### src/rtl/fp_unpack_align.sv
// FP add/sub front-end: unpacks two single-precision operands, classifies specials,
// orders by magnitude and right-aligns the smaller mantissa with guard/round/sticky.
module fp_unpack_align #(
  parameter int SHIFT_STEP = 4
) (
  input  logic        clk,
  input  logic        rst,
  input  logic        in_valid,
  output logic        in_ready,
  input  logic [31:0] a,
  input  logic [31:0] b,
  input  logic        op,
  output logic        out_valid,
  input  logic        out_ready,
  output logic [7:0]  exp_result,
  output logic [26:0] mant_a,
  output logic [26:0] mant_b,
  output logic        sign_result,
  output logic        eff_sub,
  output logic        special,
  output logic [31:0] special_value
);

  // state  | meaning
  // IDLE   | waiting for operands, in_ready = 1
  // UNPACK | classify, swap, compute exponent difference
  // ALIGN  | shift smaller mantissa right, up to SHIFT_STEP per cycle
  // DONE   | results valid, held until out_ready
  typedef enum logic [1:0] {IDLE, UNPACK, ALIGN, DONE} state_t;

  localparam logic [4:0] STEP = 5'(SHIFT_STEP);

  state_t state, state_nxt;

  logic [31:0] a_r, b_r;
  logic        op_r;
  logic [4:0]  rem;
  logic        far_r;

  // Operand classification
  logic [7:0]  exp_a_raw, exp_b_raw, eexp_a, eexp_b;
  logic [22:0] frac_a, frac_b;
  logic        hid_a, hid_b, sb;
  logic        nan_a, nan_b, inf_a, inf_b;
  logic        swap, is_nan, is_inf, is_special;
  logic [7:0]  big_exp, small_exp, d;
  logic [26:0] mant_big, mant_small;
  logic [31:0] inf_val;

  always_comb begin
    exp_a_raw  = a_r[30:23];
    exp_b_raw  = b_r[30:23];
    frac_a     = a_r[22:0];
    frac_b     = b_r[22:0];
    hid_a      = |exp_a_raw;
    hid_b      = |exp_b_raw;
    eexp_a     = hid_a ? exp_a_raw : 8'd1;
    eexp_b     = hid_b ? exp_b_raw : 8'd1;
    sb         = b_r[31] ^ op_r;
    nan_a      = (&exp_a_raw) & (|frac_a);
    nan_b      = (&exp_b_raw) & (|frac_b);
    inf_a      = (&exp_a_raw) & ~(|frac_a);
    inf_b      = (&exp_b_raw) & ~(|frac_b);
    // Equal magnitude keeps A in place so a's sign wins
    swap       = {eexp_b, frac_b} > {eexp_a, frac_a};
    big_exp    = swap ? eexp_b : eexp_a;
    small_exp  = swap ? eexp_a : eexp_b;
    d          = big_exp - small_exp;
    mant_big   = swap ? {hid_b, frac_b, 3'b000} : {hid_a, frac_a, 3'b000};
    mant_small = swap ? {hid_a, frac_a, 3'b000} : {hid_b, frac_b, 3'b000};
    is_nan     = nan_a | nan_b | (inf_a & inf_b & (a_r[31] ^ sb));
    is_inf     = inf_a | inf_b;
    is_special = is_nan | is_inf;
    inf_val    = inf_a ? {a_r[31], 8'hFF, 23'b0} : {sb, 8'hFF, 23'b0};
  end

  // Alignment step with sticky accumulation
  logic [4:0]  s, rem_nxt;
  logic [26:0] lost_mask, shifted, mant_b_step;

  always_comb begin
    s           = (rem < STEP) ? rem : STEP;
    rem_nxt     = rem - s;
    lost_mask   = (27'd1 << s) - 27'd1;
    shifted     = mant_b >> s;
    mant_b_step = {shifted[26:1], shifted[0] | (|(mant_b & lost_mask)) | mant_b[0]};
  end

  always_ff @(posedge clk) begin
    if (rst) state <= IDLE;
    else     state <= state_nxt;
  end

  always_comb begin
    state_nxt = state;
    case (state)
      IDLE:   if (in_valid) state_nxt = UNPACK;
      UNPACK: begin
        if (is_special || d == 8'd0) state_nxt = DONE;
        else                         state_nxt = ALIGN;
      end
      ALIGN:  if (far_r || rem_nxt == 5'd0) state_nxt = DONE;
      DONE:   if (out_ready) state_nxt = IDLE;
      default: state_nxt = IDLE;
    endcase
  end

  assign in_ready  = (state == IDLE);
  assign out_valid = (state == DONE);

  always_ff @(posedge clk) begin
    if (rst) begin
      a_r           <= '0;
      b_r           <= '0;
      op_r          <= 1'b0;
      rem           <= '0;
      far_r         <= 1'b0;
      exp_result    <= '0;
      mant_a        <= '0;
      mant_b        <= '0;
      sign_result   <= 1'b0;
      eff_sub       <= 1'b0;
      special       <= 1'b0;
      special_value <= '0;
    end else begin
      case (state)
        IDLE: begin
          if (in_valid) begin
            a_r  <= a;
            b_r  <= b;
            op_r <= op;
          end
        end
        UNPACK: begin
          exp_result    <= big_exp;
          mant_a        <= mant_big;
          mant_b        <= mant_small;
          sign_result   <= swap ? sb : a_r[31];
          eff_sub       <= a_r[31] ^ sb;
          special       <= is_special;
          special_value <= is_nan ? 32'h7FC00000 : (is_inf ? inf_val : 32'h0);
          far_r         <= (d >= 8'd27);
          rem           <= d[4:0];
        end
        ALIGN: begin
          // Beyond 27 positions everything collapses into sticky
          if (far_r) begin
            mant_b <= {26'b0, |mant_b};
          end else begin
            mant_b <= mant_b_step;
            rem    <= rem_nxt;
          end
        end
        default: ;
      endcase
    end
  end

endmodule

### config.mk
export PLATFORM = sky130hd
export DESIGN_NAME = fp_unpack_align
export DESIGN_NICKNAME = d
export VERILOG_FILES = /design/src/rtl/fp_unpack_align.sv
export SDC_FILE = /design/constraint.sdc
export NUM_CORES = 1
export LEC_CHECK = 0
export BUFFER_PORTS_ARGS = -buffer_cell sky130_fd_sc_hd__buf_2
export CAP_MARGIN = 40
export CORE_ASPECT_RATIO = 1.1
export CORE_MARGIN = 2
export CORE_UTILIZATION = 30
export CTS_CLUSTER_SIZE = 8
export DETAILED_ROUTE_END_ITERATION = 7
export GPL_TIMING_DRIVEN = 0
export PLACE_DENSITY = 0.61
export SYNTH_ARGS = -nofsm -noshare
export SYNTH_HDL_FRONTEND = slang
export SYNTH_SLANG_ARGS = --single-unit
### constraint.sdc
create_clock -name clk -period 3.75 [get_ports clk]
set_clock_uncertainty 0.05 [all_clocks]
set_input_delay 0.5625 -clock clk [delete_from_list [all_inputs] [get_ports clk]]
set_output_delay 0.5625 -clock clk [all_outputs]
set_load 0.05 [all_outputs]
Word level (Yosys, flattened, before mapping)
Index checks and enable logic that the tools add are counted.
- multiplexer cells: 20
- $lt $le $gt $ge: 3
- bitwise operators: 17
- shift operators: 2
- equal/unequal tests: 7
- $add $sub $neg: 3
- reductions and logical operators: 17
- operators by type and width (cell ; number):
    32-bit 2-to-1 mux ; 3
    27-bit 2-to-1 mux ; 3
    27-bit case mux with 2 select lines ; 1
    27-bit OR reduction ; 2
    23-bit OR reduction ; 2
    8-bit 2-to-1 mux ; 4
    31-bit > comparator ; 1
    27-bit AND ; 1
    1-bit by 5-bit << shifter with 27-bit output (first input constant) ; 1
    27-bit by 5-bit right shift with 27-bit output ; 1
    27-bit by 1-bit subtractor with 27-bit output (second input constant) ; 1
    8-bit AND reduction ; 2
    8-bit OR reduction ; 2
    5-bit 2-to-1 mux ; 2
    5-bit case mux with 2 select lines ; 1
    8-bit by 5-bit >= comparator with 1-bit output (second input constant) ; 1
    8-bit logical NOT ; 1
    2-bit case mux with 4 select lines ; 1
    8-bit subtractor ; 1
    1-bit AND ; 6
    2-bit 2-to-1 mux ; 3
    2-bit != test (second input constant) ; 3
    1-bit OR ; 6
    5-bit logical NOT ; 1
    other kinds (13) ; 19
- bits in registers: 170
- bits of input ports: 69

Longest topological paths before layout
Gate-level depths: netlist of the first run.
- depth after elaboration: 10
- gate-level depth with buffers: 21
- mapped depth without buffers: 17

Least setup slack after synthesis of the first run
No wires, ideal clock.
- kind: register to register
- start point: register a_r[26]
- end point: register far_r
- path slack: -0.085 ns
- required time: 3.581 ns
- cell stages (with the launch flop): 21
- path buffers: 4
- library setup time: 0.119 ns
- arrival: 3.666 ns
- cells stage by stage: dfxtp_1 -> buf_4 -> nor4_1 -> a31oi_1 -> ha_1 -> inv_1 -> nor3_2 -> o31a_1 -> o21ai_2 -> buf_4 -> buf_4 -> buf_2 -> nor3_1 -> a21oi_1 -> ha_1 -> a31oi_1 -> a21bo_2 -> a31oi_2 -> xnor2_1 -> o31ai_1 -> o221a_1
- word-level cells in the longest chain between the ends: 6
- ends and longest elaborated chain (what ; line ; source):
    start: declaration ; 35 ; logic [31:0] a_r, b_r;
    start signal: assignment ; 113 ; a_r <= '0;
    start signal: assignment ; 129 ; a_r <= a;
    8-bit OR reduction ; 55 ; hid_a = |exp_a_raw;
    8-bit 2-to-1 mux * ; 57 ; eexp_a = hid_a ? exp_a_raw : 8'd1;
    31-bit > comparator ; 65 ; swap = {eexp_b, frac_b} > {eexp_a, frac_a};
    8-bit 2-to-1 mux (on tied branches) ; 66, 67 ;
    8-bit subtractor * ; 68 ; d = big_exp - small_exp;
    8-bit by 5-bit >= comparator with 1-bit output * ; 142 ; far_r <= (d >= 8'd27);
    end signal: assignment ; 142 ;
    end: declaration ; 38 ; logic far_r;
Every way passes the cells marked *; elsewhere a longest branch is shown, timed or not.
A chain may end at the register's enable or synchronous reset.

Worst setup path in the final report of the first run
- start point: register b_r[28]
- end point: register far_r
- word-level cells in the longest chain between the ends: 6
- ends and longest elaborated chain (what ; line ; source):
    start: declaration ; 35 ;
    start signal: assignment ; 114 ; b_r <= '0;
    start signal: assignment ; 130 ; b_r <= b;
    8-bit OR reduction ; 56 ; hid_b = |exp_b_raw;
    8-bit 2-to-1 mux * ; 58 ; eexp_b = hid_b ? exp_b_raw : 8'd1;
    31-bit > comparator ; 65 ;
    8-bit 2-to-1 mux (on tied branches) ; 66, 67 ;
    8-bit subtractor * ; 68 ;
    8-bit by 5-bit >= comparator with 1-bit output * ; 142 ;
Marked as above.

==> impl_metrics.env, run 1 <==
export IMPL_layout_min_cycle_time_ns=3.65
export IMPL_ir_drop_uv=371
export IMPL_yosys_area_share_simple_pct=18.7
export IMPL_htreeDepth=4
export IMPL_vias=8385
export IMPL_ios=168
export IMPL_slowest_delay_ns=0.38
export IMPL_hold_violations=0
export IMPL_path_buf_inv=3
export IMPL_crit_chain="clkbuf_2 -> ha_4 -> buf_6 -> a21o_1 -> a221o_1 -> a31oi_1 -> o21ai_2 -> o21ai_2 -> buf_6 -> and2_4 -> a21oi_1 -> ha_1 -> a31oi_1 -> a21bo_2 -> a31oi_4 -> xnor2_2 -> o31ai_1 -> o221a_1"
export IMPL_ys_warn_count=0
export IMPL_insertion_delay_ns=0.43
export IMPL_synth_top_area_cell="dfxtp_1"
export IMPL_fin_nets=1383
export IMPL_max_slew_margin_pct=51.0
export IMPL_maxCapViolCount=0
export IMPL_final_cells=1653
export IMPL_synth_cells=1077
export IMPL_total_power_mw=10.2
export IMPL_area_growth_pct=25.5
export IMPL_avgRoutedWirePerCell_um=17.2
export IMPL_grt_max_degree=17
export IMPL_cp_required_ns=4.01
export IMPL_syn_avg_cell_area_um2=7.89
export IMPL_ys_types=60
export IMPL_fmax_mhz=274
export IMPL_antenna_found_initial=0
export IMPL_worst_setup_path_end_kind="register"
export IMPL_clkTransAtPathRegs_ns=0.06
export IMPL_layout_drive_gt1_share_pct=22.4
export IMPL_synthTopCellsByArea="dfxtp_1, mux2i_1, a21oi_1"
export IMPL_cts_made_buffers=17
export IMPL_r2r_setup_slack_ns=0.1
export IMPL_synthesis_area_um2=8500
export IMPL_ys_ff_latch=138
export IMPL_dpl_cell_count=1605
export IMPL_post_synth_top_count_cell="nand2_1"
export IMPL_synth_mux_area_share_pct=14.7
export IMPL_synth_edf_count=0
export IMPL_cts_path_max_buffers=2
export IMPL_wl_mm=28.4
export IMPL_diodes=0
export IMPL_root_buffer="clkbuf_16"
export IMPL_tightest_slew_ns=0.735
export IMPL_synthTopCellsByCount="nand2_1, dfxtp_1, a21oi_1"
export IMPL_grt_overflow_total=0
export IMPL_crit_path_start_kind="register"
export IMPL_dp_hpwl_mm=21.9
export IMPL_grt_pass1_wl_mm=43.7
export IMPL_route_detailed_vias_per_inst=5.07
export IMPL_maxSlewViolCount=0
export IMPL_setup_viol=0
export IMPL_clock_sinks=138
export IMPL_synth_compound_area_share_pct=18.0
export IMPL_crit_path_top_delay_cell="dfxtp_2"
export IMPL_crit_type="reg -> reg"
export IMPL_p_per_area_nw_per_um2=958
export IMPL_ys_flop_type="dfxtp_1"
export IMPL_n_fill_cell=2960
export IMPL_grt_pass1_vias=7849
export IMPL_cts_tree="done"
export IMPL_drc=0
export IMPL_place_congestion=0.907
export IMPL_start_util_pct=30.5
export IMPL_cpLargestDelayFamily="compound AO/OA/AOI/OAI gates"
export IMPL_holdWs_ns=0.316
export IMPL_p_leak_nw=4.47
export IMPL_die_h_um=181
export IMPL_drtAntennaViolNets=0
export IMPL_worstHoldPathType="in -> reg"
export IMPL_dieArea_um2=29700
export IMPL_synthAdderAreaFrac_pct=5.53
export IMPL_synth_top_cell_area_share_pct=32.5
export IMPL_die_w_um=165
export IMPL_core_rowCount=64
export IMPL_core_area_um2=27900
export IMPL_synthArstFlopShare_pct=0
export IMPL_synth_xor_area_share_pct=1.35
export IMPL_port_buffers=141
export IMPL_firstDrtPassIters=5
export IMPL_track_usage_pct=18.9
export IMPL_synth_top_family_by_area="simple AND/OR/NAND/NOR gates"
export IMPL_critPathArrivalTime_ns=3.91
export IMPL_synth_sequential_area_ratio_pct=32.5
export IMPL_crit_path_max_fanout=8
export IMPL_outcome="finished, final reports clean"
export IMPL_period_share_pct=97.4
export IMPL_dr_first_iter_drc_count=510
export IMPL_cts_hold_buf=0
[worst paths after layout]
check / start / end / cells past startpoint
worst max-delay path: b_r[28]$_SDFFE_PP0P_ / far_r$_SDFFE_PP0P_ / 18
worst min-delay path: a[28] / a_r[28]$_SDFFE_PP0P_ / 3
worst max register to register: b_r[28]$_SDFFE_PP0P_ / far_r$_SDFFE_PP0P_ / 18
worst min register to register: special$_SDFFE_PP0P_ / special$_SDFFE_PP0P_ / 1
[repair_timing]
action / CTS / global route
endpoints found under the setup margin: 4 / 2
endpoints found under the hold margin: 0 / 0
setup buffers: 11 / 7
gates resized for setup: 29 / 12
pin swaps: 8 / 11
[layer usage]
layer  up-vias  GRT usage (%)  share of wire, %
met5         -              0                 0
met3        33           3.59               7.1
met4         0           5.15               1.7
met1      3934           26.1                46
met2       281           29.9                45
li1       4137              -                 -
[metrics by stage]
step / setup slack [ns] / util, % / area (um2) / setup TNS, ns
finish: 0.0972 / 38.3 / 10700 / 0
global route: -0.00967 / 38.3 / 10700 / -0.00967
CTS: 0.117 / 37.9 / 10600 / 0
detailed placement: -0.645 / 35.0 / 9760 / -1.87
global placement: -0.627 / 35.0 / 9760 / -1.84
floorplan: 0.00249 / - / 8600 / 0
[where the power goes]
| group | internal [mW] | switching, mW |
|---|---|---|
| logic | 2.22 | 3.89 |
| registers | 1.87 | 0.443 |
| clock network | 1.13 | 0.669 |
| total | 5.21 | 5.01 |
[cells by family after synthesis]
logic type	Yosys count
other cells	2
buf+inv	156
compound gates	254
mux	111
xor+xnor	11
fa+ha+maj	38
simple gates	367
flops	138
[final cells by class]
class	instances	area [um2]	area share, %
sequential	138	2780	26.1
multi-input combinational	807	5190	48.7
clock inverter	11	169	1.58
tap	363	454	4.26
buffer	112	617	5.78
inverter	43	164	1.54
timing repair buffer	159	841	7.88
clock buffer	20	447	4.19
[registers in the layout, indices dropped and copies added (netlist names)]
| signal | count |
|---|---|
| far_r | 1 |
| mant_b | 27 |
| op_r | 1 |
| special | 1 |
| mant_a | 24 |
| sign_result | 1 |
| a_r | 32 |
| eff_sub | 1 |
| state | 2 |
| exp_result | 8 |
| special_value | 3 |
| b_r | 32 |
| rem | 5 |
[worst min-delay path: stages]
cell and delay [ns]:
buf_2 0.10, nand2_1 0.04, a21oi_1 0.05
[cell usage in the layout, fill, tap and decap left out, drive strengths merged, types with 34 or more instances in the layout]
master / n
a211oi: 34
dfxtp: 138
nand2: 159
a21oi: 123
clkbuf: 75
nor2: 117
buf: 216
ha: 36
inv: 45
mux2i: 96
Power figures use the tool's default switching activity.
==> inputs of run 2 (changes only) <==
--- a/config.mk
+++ b/config.mk
@@ -9,11 +9,11 @@
 export CAP_MARGIN = 40
 export CORE_ASPECT_RATIO = 1.1
 export CORE_MARGIN = 2
-export CORE_UTILIZATION = 30
+export CORE_UTILIZATION = 51
 export CTS_CLUSTER_SIZE = 8
 export DETAILED_ROUTE_END_ITERATION = 7
 export GPL_TIMING_DRIVEN = 0
-export PLACE_DENSITY = 0.61
+export PLACE_DENSITY = 0.89
 export SYNTH_ARGS = -nofsm -noshare
 export SYNTH_HDL_FRONTEND = slang
 export SYNTH_SLANG_ARGS = --single-unit
==> run 2 against run 1 <==
Against the previous run:
- flip-flop and latch count unchanged
- sequential power about the same
- design area decreased by 1.3%
- clock-buffer cell count decreased by 1
- combinational power grew 2%
==> impl_metrics.env, run 2 (synthesized netlist as in run 1, its figures left out) <==
export IMPL_rr_startpoint="a_r[28]$_SDFFE_PP0P_"
export IMPL_grt_pass1_wl_mm=41.2
export IMPL_insertion_delay_ns=0.43
export IMPL_grt_overflow_total=0
export IMPL_layout_common_cells="nand2_1, buf_2, dfxtp_1"
export IMPL_dpl_cell_count=1446
export IMPL_die_h_um=139
export IMPL_outcome="finished, final reports clean"
export IMPL_crit_type="reg -> reg"
export IMPL_area_growth_pct=23.9
export IMPL_ios=168
export IMPL_grt_pass1_vias=8121
export IMPL_cts_tree="done"
export IMPL_r2r_cells=21
export IMPL_vias=8904
export IMPL_hold_violations=0
export IMPL_cts_made_buffers=17
export IMPL_worst_slack_ns=0.0361
export IMPL_pre_cts_slack_ns=-0.610
export IMPL_final_core_util_pct=64.6
export IMPL_antenna_found_initial=0
export IMPL_root_buffer="clkbuf_16"
export IMPL_htreeDepth=4
export IMPL_setup_viol=0
export IMPL_worstHoldPathType="in -> reg"
export IMPL_critPathLaunch="a_r[28]$_SDFFE_PP0P_"
export IMPL_wl_mm=26.7
export IMPL_critPathArrivalTime_ns=3.98
export IMPL_layout_min_cycle_time_ns=3.71
export IMPL_route_detailed_vias_per_inst=5.94
export IMPL_grt_busiest_layer="met2"
export IMPL_avgRoutedWirePerCell_um=17.8
export IMPL_port_buffers=141
export IMPL_core_area_um2=16300
export IMPL_top_regs="a_r: 32 flops, b_r: 32 flops, mant_b: 27 flops"
export IMPL_cp_required_ns=4.01
export IMPL_die_w_um=127
export IMPL_crit_path_start_kind="register"
export IMPL_dieArea_um2=17700
export IMPL_start_util_pct=52.1
export IMPL_place_congestion=0.949
export IMPL_setup_tns_ns=0
export IMPL_period_share_pct=99.0
export IMPL_r2r_setup_slack_ns=0.04
export IMPL_r2r_end="far_r$_SDFFE_PP0P_"
export IMPL_grtUsageMet1_pct=37.8
export IMPL_tightest_slew_ns=0.708
export IMPL_crit_path_end="far_r$_SDFFE_PP0P_"
export IMPL_grt_max_degree=17
export IMPL_total_power_mw=10.3
export IMPL_max_slew_margin_pct=52.8
export IMPL_cts_hold_buf=0
export IMPL_holdWs_ns=0.313
export IMPL_firstDrtPassIters=6
export IMPL_final_cells=1499
export IMPL_postLayoutCellArea_um2=10500
export IMPL_dp_hpwl_mm=19.3
export IMPL_clock_sinks=138
export IMPL_cts_path_max_buffers=2
export IMPL_final_common_cell="nand2_1"
export IMPL_fmax_mhz=269
export IMPL_crit_path_max_fanout=10
export IMPL_drc=0
export IMPL_fin_nets=1387
export IMPL_drtAntennaViolNets=0
export IMPL_layout_drive_gt1_share_pct=23.2
export IMPL_worst_setup_path_end_kind="register"
export IMPL_maxSlewViolCount=0
export IMPL_p_leak_nw=4.47
export IMPL_core_rowCount=49
export IMPL_dr_first_iter_drc_count=1108
export IMPL_maxCapViolCount=0
export IMPL_place_area_um2=9560
export IMPL_ir_drop_uv=514
export IMPL_grt_use_met3_pct=6.19
export IMPL_use_met2_pct=46.4
export IMPL_p_per_area_nw_per_um2=981
export IMPL_clkTransAtPathRegs_ns=0.07
export IMPL_diodes=0
export IMPL_track_usage_pct=28.9
## run 2: final cells by class
class | instances | area [um2]
timing repair buffer | 164 | 891
multi-input combinational | 807 | 5230
tap | 204 | 255
sequential | 138 | 2790
fill | 1364 | 5780
inverter | 43 | 161
buffer | 111 | 607
clock buffer | 19 | 433
clock inverter | 13 | 170
## run 2: worst min path at each step
stage,startpoint,end,slack (ns),depth (start not counted)
floorplan,b_r[31]$_SDFFE_PP0P_,b_r[31]$_SDFFE_PP0P_,0.40,2
global placement,special$_SDFFE_PP0P_,special$_SDFFE_PP0P_,0.38,1
detailed placement,special$_SDFFE_PP0P_,special$_SDFFE_PP0P_,0.40,1
CTS,a[29],a_r[29]$_SDFFE_PP0P_,0.30,3
global route,a[18],a_r[18]$_SDFFE_PP0P_,0.32,3
finish,a[18],a_r[18]$_SDFFE_PP0P_,0.31,3
## run 2: where the power goes
group | leakage, nW | switching, mW | internal (mW)
logic | 3.06 | 3.93 | 2.33
registers | 1.14 | 0.459 | 1.87
clock network | 0.278 | 0.692 | 1.05
## run 2: worst max-delay path: stages (launching register included)
cell and delay [ns]:
dfxtp_4 0.38, inv_2 0.06, ha_4 0.26, buf_6 0.09, buf_4 0.12, and2_4 0.16, nand3_2 0.14, nor3_4 0.24
o31a_1 0.19, o21ai_2 0.08, buf_6 0.15, buf_6 0.14, nor3_2 0.13, a21oi_2 0.05, ha_2 0.18, a31oi_4 0.15
a21bo_4 0.27, buf_12 0.13, xor2_4 0.15, a21oi_2 0.14, o31ai_2 0.08, o221a_1 0.25
## run 2: what timing repair did
item,in CTS,in global routing
resized for setup,24,26
pin swaps,5,14
endpoints found under the setup margin,4,3
buffers inserted,5,18
## run 2: per-layer routing
| layer | part of all wire, % | vias to the layer above |
|---|---|---|
| met2 | 46 | 544 |
| met5 | 0 | - |
| met1 | 40 | 4124 |
| li1 | - | 4142 |
| met4 | 4.2 | 0 |
| met3 | 9.8 | 94 |
==> inputs of run 3 (changes only) <==
--- a/config.mk
+++ b/config.mk
@@ -14,6 +14,7 @@
 export DETAILED_ROUTE_END_ITERATION = 7
 export GPL_TIMING_DRIVEN = 0
 export PLACE_DENSITY = 0.89
+export SETUP_SLACK_MARGIN = 0.3
 export SYNTH_ARGS = -nofsm -noshare
 export SYNTH_HDL_FRONTEND = slang
 export SYNTH_SLANG_ARGS = --single-unit
==> run 3 against run 2 <==
Against the previous run:
- the run now ends with negative setup slack left
- sequential power hardly changed
- worst setup slack worse by 0.066 ns
- global-route usage rose by 0.17 points
- register-to-register slack worse by 0.07 ns
- combinational power is 2% higher
==> impl_metrics.env, run 3 (synthesized netlist as in run 1, its figures left out) <==
export IMPL_crit_path_max_fanout=10
export IMPL_start_util_pct=52.1
export IMPL_worst_slack_ns=-0.0298
export IMPL_fmax_mhz=265
export IMPL_fin_nets=1390
export IMPL_top_regs="a_r: 32 flops, b_r: 32 flops, mant_b: 27 flops"
export IMPL_grt_overflow_total=0
export IMPL_die_h_um=139
export IMPL_cp_required_ns=4.02
export IMPL_max_slew_margin_pct=51.6
export IMPL_dp_hpwl_mm=19.4
export IMPL_firstDrtPassIters=7
export IMPL_dr_first_iter_drc_count=1057
export IMPL_ios=168
export IMPL_violations="negative setup slack"
export IMPL_maxCapViolCount=0
export IMPL_antenna_found_initial=0
export IMPL_setup_viol=3
export IMPL_crit_chain="buf_4 -> nor4_2 -> nand2_1 -> nand2_4 -> ha_4 -> maj3_1 -> nand2_2 -> o21ai_4 -> o21ai_4 -> buf_6 -> buf_8 -> buf_8 -> nor3_4 -> a21oi_2 -> ha_2 -> a31oi_4 -> a21bo_4 -> a31oi_4 -> xnor2_2 -> o31ai_1 -> o221a_1"
export IMPL_intPower_mw=5.33
export IMPL_dieArea_um2=17700
export IMPL_port_buffers=141
export IMPL_insertion_delay_ns=0.44
export IMPL_p_leak_nw=4.51
export IMPL_critPathLaunch="b_r[24]$_SDFFE_PP0P_"
export IMPL_track_usage_pct=29.1
export IMPL_crit_type="reg -> reg"
export IMPL_grt_pass1_vias=8066
export IMPL_grt_max_degree=17
export IMPL_hold_violations=0
export IMPL_crit_path_top_delay_cell="dfxtp_1"
export IMPL_layout_drive_gt1_share_pct=23.2
export IMPL_grt_pass1_wl_mm=41.2
export IMPL_power_share_sequential_pct=22.1
export IMPL_wl_mm=26.6
export IMPL_route_detailed_vias_per_inst=5.94
export IMPL_final_cells=1501
export IMPL_vias=8919
export IMPL_drc=0
export IMPL_layout_min_cycle_time_ns=3.78
export IMPL_outcome="finished with violations"
export IMPL_ir_drop_uv=535
export IMPL_crit_path_start_kind="register"
export IMPL_path_buf_inv=4
export IMPL_slowest_delay_ns=0.30
export IMPL_place_area_um2=9650
export IMPL_clock_sinks=138
export IMPL_setup_tns_ns=-0.0476
export IMPL_core_rowCount=49
export IMPL_clkTransAtPathRegs_ns=0.06
export IMPL_final_common_cell="nand2_1"
export IMPL_die_w_um=127
export IMPL_worstHoldPathType="in -> reg"
export IMPL_place_congestion=0.996
export IMPL_rr_startpoint="b_r[24]$_SDFFE_PP0P_"
export IMPL_diodes=0
export IMPL_p_per_area_nw_per_um2=984
export IMPL_htreeDepth=4
export IMPL_cts_path_max_buffers=2
export IMPL_area_growth_pct=24.7
export IMPL_cpLargestDelayFamily="compound AO/OA/AOI/OAI gates"
export IMPL_tightest_slew_ns=0.727
export IMPL_p_sw_share_pct=48.9
export IMPL_pwr_share_clk_pct=16.4
export IMPL_maxSlewViolCount=0
export IMPL_power_switching_mw=5.10
export IMPL_postLayoutCellArea_um2=10600
export IMPL_n_fill_cell=1338
export IMPL_dpl_cell_count=1446
export IMPL_worst_setup_path_end_kind="register"
export IMPL_hold_start="a[27]"
export IMPL_drtAntennaViolNets=0
export IMPL_period_share_pct=101
export IMPL_root_buffer="clkbuf_16"
export IMPL_core_area_um2=16300
export IMPL_combPwrFrac_pct=61.5
export IMPL_avgRoutedWirePerCell_um=17.7
export IMPL_rsz0062_at_grt="yes"
export IMPL_critPathArrivalTime_ns=4.05
export IMPL_layout_common_cells="nand2_1, buf_2, dfxtp_1"
export IMPL_cts_tree="done"
export IMPL_cts_made_buffers=17
[run 3: metal layers]
metal | vias to the layer above | GRT usage [%] | wire, um
li1 | 4156 | - | -
met1 | 4129 | 38.8 | 10900
met2 | 545 | 45.6 | 12100
met3 | 89 | 5.73 | 2530
met4 | 0 | 13.0 | 1040
met5 | - | 0 | 0
[run 3: final timing paths]
path / to / slack [ns] / cells past startpoint
worst max-delay path: far_r$_SDFFE_PP0P_ / -0.03 / 21
worst min-delay path: a_r[27]$_SDFFE_PP0P_ / 0.30 / 3
worst max register to register: far_r$_SDFFE_PP0P_ / -0.03 / 21
worst min register to register: special$_SDFFE_PP0P_ / 0.41 / 1
[run 3: repair_timing]
item / CTS / global route
setup buffers: 15 / 9
resized for setup: 21 / 15
pin swaps: 12 / 16
endpoints found under the setup margin: 5 / 5
hold buffers: 0 / 0
gates cloned: 0 / 0
[run 3: metrics by stage]
stage	setup WS [ns]	power [mW]	utilization, %	hold slack (ns)
floorplan	0.248	6.60	-	0.398
global route	-0.164	10.9	65.0	0.318
finish	-0.0298	10.4	65.0	0.304
CTS	0.00404	10.0	64.2	0.303
detailed placement	-0.341	7.91	59.2	0.404
global placement	-0.301	7.80	59.2	0.383
[run 3: area by class of cell]
cell class / count / area, um2 / area share (%)
repair buffers: 165 / 886 / 8.36
clock buffers: 22 / 485 / 4.58
plain buffers: 113 / 636 / 6.00
inverters: 43 / 164 / 1.55
well taps: 204 / 255 / 2.41
flip-flops and latches: 138 / 2780 / 26.2
clock inverters: 9 / 111 / 1.05
multi-input cells: 807 / 5280 / 49.9
[run 3: power by group through the flow]
stage / Clock, mW / Sequential [mW] / Combinational, mW
2_1_floorplan: 0 / 2.94 / 3.66
3_3_place_gp: 0 / 2.29 / 5.51
3_5_place_dp: 0 / 2.30 / 5.61
4_1_cts: 1.71 / 2.28 / 6.05
5_1_grt: 1.78 / 2.34 / 6.83
6_report: 1.71 / 2.31 / 6.41
[run 3: worst reg2reg max path, delay by kind of cell, from the launching register on]
family / cells / cell delay (ns)
AOI/OAI and AO/OA: 8 / 1.28
and+or+nand+nor: 5 / 0.84
buffers and inverters: 4 / 0.55
adders and majority gates: 3 / 0.51
DFF: 1 / 0.30
xor gates and xnor gates: 1 / 0.15
